$ cat src/rtl/imm_decode_stage.sv
// Immediate-decode pipeline stage: extracts and extends the RISC-V immediate,
// classifies its format, and registers the result with a 1- or 2-entry output buffer.
module imm_decode_stage #(
  parameter int XLEN = 32,
  parameter bit SKID = 1'b1
) (
  input  logic            clk,
  input  logic            rst,
  input  logic            in_valid,
  output logic            in_ready,
  input  logic [31:0]     in_instr,
  input  logic [XLEN-1:0] in_pc,
  output logic            out_valid,
  input  logic            out_ready,
  output logic [XLEN-1:0] out_imm,
  output logic [2:0]      out_type,
  output logic            out_illegal,
  output logic [XLEN-1:0] out_pc
);

  typedef enum logic [2:0] {
    T_NONE = 3'd0,
    T_I    = 3'd1,
    T_S    = 3'd2,
    T_B    = 3'd3,
    T_U    = 3'd4,
    T_J    = 3'd5,
    T_Z    = 3'd6
  } imm_type_e;

  typedef struct packed {
    logic [XLEN-1:0] imm;
    imm_type_e       typ;
    logic            ill;
    logic [XLEN-1:0] pc;
  } entry_t;

  localparam bit IS64 = (XLEN == 64);

  imm_type_e       dec_type;
  logic            dec_ill;
  logic [31:0]     dec_imm32;
  logic [XLEN-1:0] dec_imm;
  entry_t          dec_entry;

  // funct3[1:0] never influences the immediate or the format.
  logic unused_bits;
  assign unused_bits = &{1'b0, in_instr[13:12]};

  always_comb begin
    dec_type = T_NONE;
    dec_ill  = 1'b0;
    if (in_instr[1:0] != 2'b11) begin
      dec_ill = 1'b1;
    end else begin
      case (in_instr[6:0])
        7'b0010011, 7'b0000011, 7'b1100111: dec_type = T_I;
        7'b0011011: begin
          if (IS64) dec_type = T_I;
          else      dec_ill  = 1'b1;
        end
        7'b0100011:             dec_type = T_S;
        7'b1100011:             dec_type = T_B;
        7'b0110111, 7'b0010111: dec_type = T_U;
        7'b1101111:             dec_type = T_J;
        7'b1110011: begin
          if (in_instr[14]) dec_type = T_Z;
        end
        7'b0110011, 7'b0001111: dec_type = T_NONE;
        7'b0111011: begin
          if (!IS64) dec_ill = 1'b1;
        end
        default: dec_ill = 1'b1;
      endcase
    end

    // Every format is first formed as a 32-bit value; Z has bit 31 clear so the
    // widening step below zero-extends it while sign-extending the others.
    case (dec_type)
      T_I:     dec_imm32 = {{20{in_instr[31]}}, in_instr[31:20]};
      T_S:     dec_imm32 = {{20{in_instr[31]}}, in_instr[31:25], in_instr[11:7]};
      T_B:     dec_imm32 = {{19{in_instr[31]}}, in_instr[31], in_instr[7],
                            in_instr[30:25], in_instr[11:8], 1'b0};
      T_U:     dec_imm32 = {in_instr[31:12], 12'b0};
      T_J:     dec_imm32 = {{11{in_instr[31]}}, in_instr[31], in_instr[19:12],
                            in_instr[20], in_instr[30:21], 1'b0};
      T_Z:     dec_imm32 = {27'b0, in_instr[19:15]};
      default: dec_imm32 = '0;
    endcase

    dec_imm        = {XLEN{dec_imm32[31]}};
    dec_imm[31:0]  = dec_imm32;

    dec_entry.imm  = dec_imm;
    dec_entry.typ  = dec_type;
    dec_entry.ill  = dec_ill;
    dec_entry.pc   = in_pc;
  end

  // Handshake: a transfer happens on an edge where valid && ready are both high;
  // out_ready is don't-care while out_valid is low, and a valid output holds
  // stable until it is consumed.
  entry_t prim_q, prim_d, skid_q, skid_d;
  logic   prim_valid_q, prim_valid_d;
  logic   skid_valid_q, skid_valid_d;
  logic   rdy_q, rdy_d;
  logic   accept, consume;

  assign accept  = in_valid && in_ready;
  assign consume = prim_valid_q && out_ready;

  always_comb begin
    if (SKID) in_ready = rdy_q && !rst;
    else      in_ready = !rst && (!prim_valid_q || out_ready);
  end

  always_comb begin
    prim_d       = prim_q;
    skid_d       = skid_q;
    prim_valid_d = prim_valid_q;
    skid_valid_d = skid_valid_q;
    if (SKID) begin
      if (consume) begin
        if (skid_valid_q) begin
          prim_d = skid_q;
          if (accept) skid_d = dec_entry;
          else        skid_valid_d = 1'b0;
        end else if (accept) begin
          prim_d = dec_entry;
        end else begin
          prim_valid_d = 1'b0;
        end
      end else if (accept) begin
        // The skid entry is only ever filled while the primary is stalled.
        if (prim_valid_q) begin
          skid_d       = dec_entry;
          skid_valid_d = 1'b1;
        end else begin
          prim_d       = dec_entry;
          prim_valid_d = 1'b1;
        end
      end
    end else begin
      skid_valid_d = 1'b0;
      if (accept) begin
        prim_d       = dec_entry;
        prim_valid_d = 1'b1;
      end else if (consume) begin
        prim_valid_d = 1'b0;
      end
    end
    rdy_d = !skid_valid_d;
  end

  always_ff @(posedge clk) begin
    if (rst) begin
      prim_q       <= '0;
      skid_q       <= '0;
      prim_valid_q <= 1'b0;
      skid_valid_q <= 1'b0;
      rdy_q        <= 1'b1;
    end else begin
      prim_q       <= prim_d;
      skid_q       <= skid_d;
      prim_valid_q <= prim_valid_d;
      skid_valid_q <= skid_valid_d;
      rdy_q        <= rdy_d;
    end
  end

  assign out_valid   = prim_valid_q;
  assign out_imm     = prim_q.imm;
  assign out_type    = prim_q.typ;
  assign out_illegal = prim_q.ill;
  assign out_pc      = prim_q.pc;

endmodule

$ cat config.mk
export PLATFORM = sky130hd
export DESIGN_NAME = imm_decode_stage
export DESIGN_NICKNAME = d
export VERILOG_FILES = /design/src/rtl/imm_decode_stage.sv
export SDC_FILE = /design/constraint.sdc
export NUM_CORES = 1
export LEC_CHECK = 0
export ABC_AREA = 1
export ABC_CLOCK_PERIOD_IN_PS = 3360
export BUFFER_PORTS_ARGS = -buffer_cell sky130_fd_sc_hd__buf_2
export CORE_MARGIN = 2
export CORE_UTILIZATION = 30
export CTS_CLUSTER_DIAMETER = 200
export DETAILED_ROUTE_END_ITERATION = 10
export PLACE_DENSITY_LB_ADDON = 0.05
export SETUP_SLACK_MARGIN = 0.2
export SKIP_CTS_REPAIR_TIMING = 1
export SLEW_MARGIN = 0
export SYNTH_ARGS = -nofsm -noshare
export SYNTH_HDL_FRONTEND = slang
export SYNTH_SLANG_ARGS = --single-unit
$ cat constraint.sdc
create_clock -name clk -period 3.36 [get_ports clk]
set_input_delay 0.672 -clock clk [delete_from_list [all_inputs] [get_ports clk]]
set_output_delay 0.672 -clock clk [all_outputs]
set_load 0.01 [all_outputs]
==> impl_metrics.yaml <==
status:
  outcome: "finished clean"
yosys:
  yosysMostFrequentCell: "nand2_1"
  synth_area_leaders: "dfxtp_1 44%, nand2_1 11%, nor2_1 9.6%"
  syn_inst: 913
  yosysWarnings: 0
  synth.largest_area_cell: "dfxtp_1"
  synth_cell_types: 25
  synth.avg_cell_area_um2: 6.96
  synth_nets: 981
  async_flop_share: 0
  synth_top_area_frac: 0.438
  ys_seq_area_frac: 0.438
  synth-seq-cells: 139
  synth-edff-count: 0
  synth.top_cells.by_count: "179 x nand2_1, 163 x nor2_1, 139 x dfxtp_1"
  synth-main-ff-cell: "dfxtp_1"
  synth_area_um2: 6360
layout:
  drive_gt1_frac: 0.206
  regArea_um2: 2780
  multiInputGateArea_um2: 3000
  fillers: 2254
  final_util: 0.372
  nets: 1078
  antenna_cells: 0
  areaGrowthSynthToFinish_pct: 22.2
timing:
  setup_violations: 0
  worst_slew_pin_slew_ns: 0.791
  tns_ns: 0
  rsz0062_at_grt: "no"
  fin_ws_ns: 1.17
  slew_violations: 0
  fin_skew_ns: 0.0248
  slew_headroom: 0.471
  fmax_mhz: 457
  hold_ws_ns: 0.459
  period_needed_ns: 2.19
  post-route-period-util: 0.651
  final-hold-violation-count: 0
grt:
  antenna_found_initial: 0
  grt_pass1_vias: 5525
  grt_overflow: 0
  grt_usage: 0.170
  grt_max_degree: 103
  grt_pass1_wl_um: 30000
placed_design:
  gp_congestion: 0.759
  io_buffer_count: 137
  hpwl_um: 11400
  dp_slack_ns: 0.749
clock_tree:
  cts_htree_levels: 4
  clk_pin_slew_ns: 0.06
  clock_sinks: 139
  clockBufferDepth: 2
  root_buffer: "clkbuf_16"
  numCtsBuffers: 17
  cts_tree: "done"
  clk_latency_ns: 0.42
routing:
  routed_via_density: 4.61
  drtIter0Drc: 337
  wl_per_cell_um: 14.3
  drc: 0
  wirelength_um: 18500
  route.vias.total: 5990
  dr.pass1.iters: 5
  ant_nets: 0
pwr:
  ir_drop_v: 0.000319
  power.total_mw: 4.16
  power_density_nw_per_um2: 536
  p_leak_nw: 3.98
worst_setup_path:
  critPathKind: "primary input to register"
  cpPeakStageDelay_ns: 0.45
  required_ns: 3.69
  path_cells: "buf_2, inv_1, nand2_1, nor2_2, nand2_2, nand3_2, nand2_2, nand3_1, nand2_1, a21oi_1"
  end_kind: "register"
  arrival_ns: 2.52
  worst_setup_path_start_kind: "primary input"
  worstPathMaxFanout: 42
  slowest_stage: "nand2_2"
job:
  maxCapViolCount: 0
floorplanning:
  start_util: 0.304
  io_pins: 138
  die_w_um: 150
  rows: 53
  die_y_um: 150
  dieArea_um2: 22400
  core_um2: 20900
hold_path:
  hp-class: "register to register"
stage by stage:
stage	std cells	area, um^2
floorplan	913	6360
global placement	1266	7160
detailed placement	1266	7160
CTS	1298	7770
global route	1298	7770
finish	1298	7770
worst paths after layout:
kind / cells after the start / slack (ns) / from / to
worst min-delay path: 2 / 0.46 / out_imm[16] / out_imm[16]
worst max register to register: 8 / 1.41 / out_valid / skid_q[35]
worst max-delay path: 10 / 1.17 / in_instr[3] / out_imm[20]
worst min register to register: 2 / 0.46 / out_imm[16] / out_imm[16]
cell families after synthesis:
| group | after synthesis | share of synthesized area |
|---|---|---|
| simple gates | 438 | 0.288 |
| compound gates | 202 | 0.181 |
| flops | 139 | 0.438 |
| buf+inv | 134 | 0.0935 |
final cells by class:
cell class | count | share of cell area
clock inverter | 14 | 0.0219
multi-input combinational | 640 | 0.386
sequential | 139 | 0.358
clock buffer | 18 | 0.0565
timing repair buffer | 146 | 0.102
tap | 275 | 0.0443
inverter | 66 | 0.0319
where the power goes:
part,total [mW],switching (mW),leakage [nW],internal (mW)
combinational,0.431,0.278,2.55,0.153
sequential,1.78,0.0449,1.13,1.74
clock,1.95,0.758,0.300,1.19
total,4.16,1.08,3.98,3.08
flip-flops by register name (all words and copies together) (netlist names):
name and cells:
out_illegal 1, out_imm 32, out_pc 32, out_type 3, out_valid 1, rdy_q 1
skid_q 68, skid_valid_q 1
critical path, delay by kind of cell:
kind	cells	cell delay, ns
simple gates	7	1.55
buf+inv	2	0.17
compound gates	1	0.12
metal layers:
| layer | wire length [um] | track usage | vias to the layer above |
|---|---|---|---|
| met1 | 8900 | 0.229 | 2693 |
| met2 | 8730 | 0.271 | 105 |
| met3 | 845 | 0.0439 | 2 |
| li1 | - | - | 3190 |
| met4 | 59 | 0.0400 | 0 |
| met5 | 0 | 0 | - |
cells in the final DEF, fill, tap and decap left out:
cell,Yosys,layout
a21oi_1,53,53
a21oi_2,7,6
a21oi_4,0,1
a31oi_1,33,33
a32oi_1,2,2
buf_12,0,3
buf_2,25,137
buf_4,8,6
bufinv_16,0,3
clkbuf_16,0,17
clkbuf_8,0,1
clkinv_1,1,1
clkinv_2,0,4
clkinv_4,0,4
clkinvlp_4,0,1
dfxtp_1,139,139
inv_1,61,60
inv_2,4,5
inv_6,0,2
nand2_1,179,178
nand2_2,5,5
nand2_4,1,2
nand3_1,62,62
nand3_2,2,2
nand4_1,14,14
nor2_1,163,163
nor2_2,11,11
nor2_8,1,1
o211ai_1,25,25
o21ai_0,73,73
o21ai_1,9,9
Note: power is estimated with default switching activity, not from simulation.
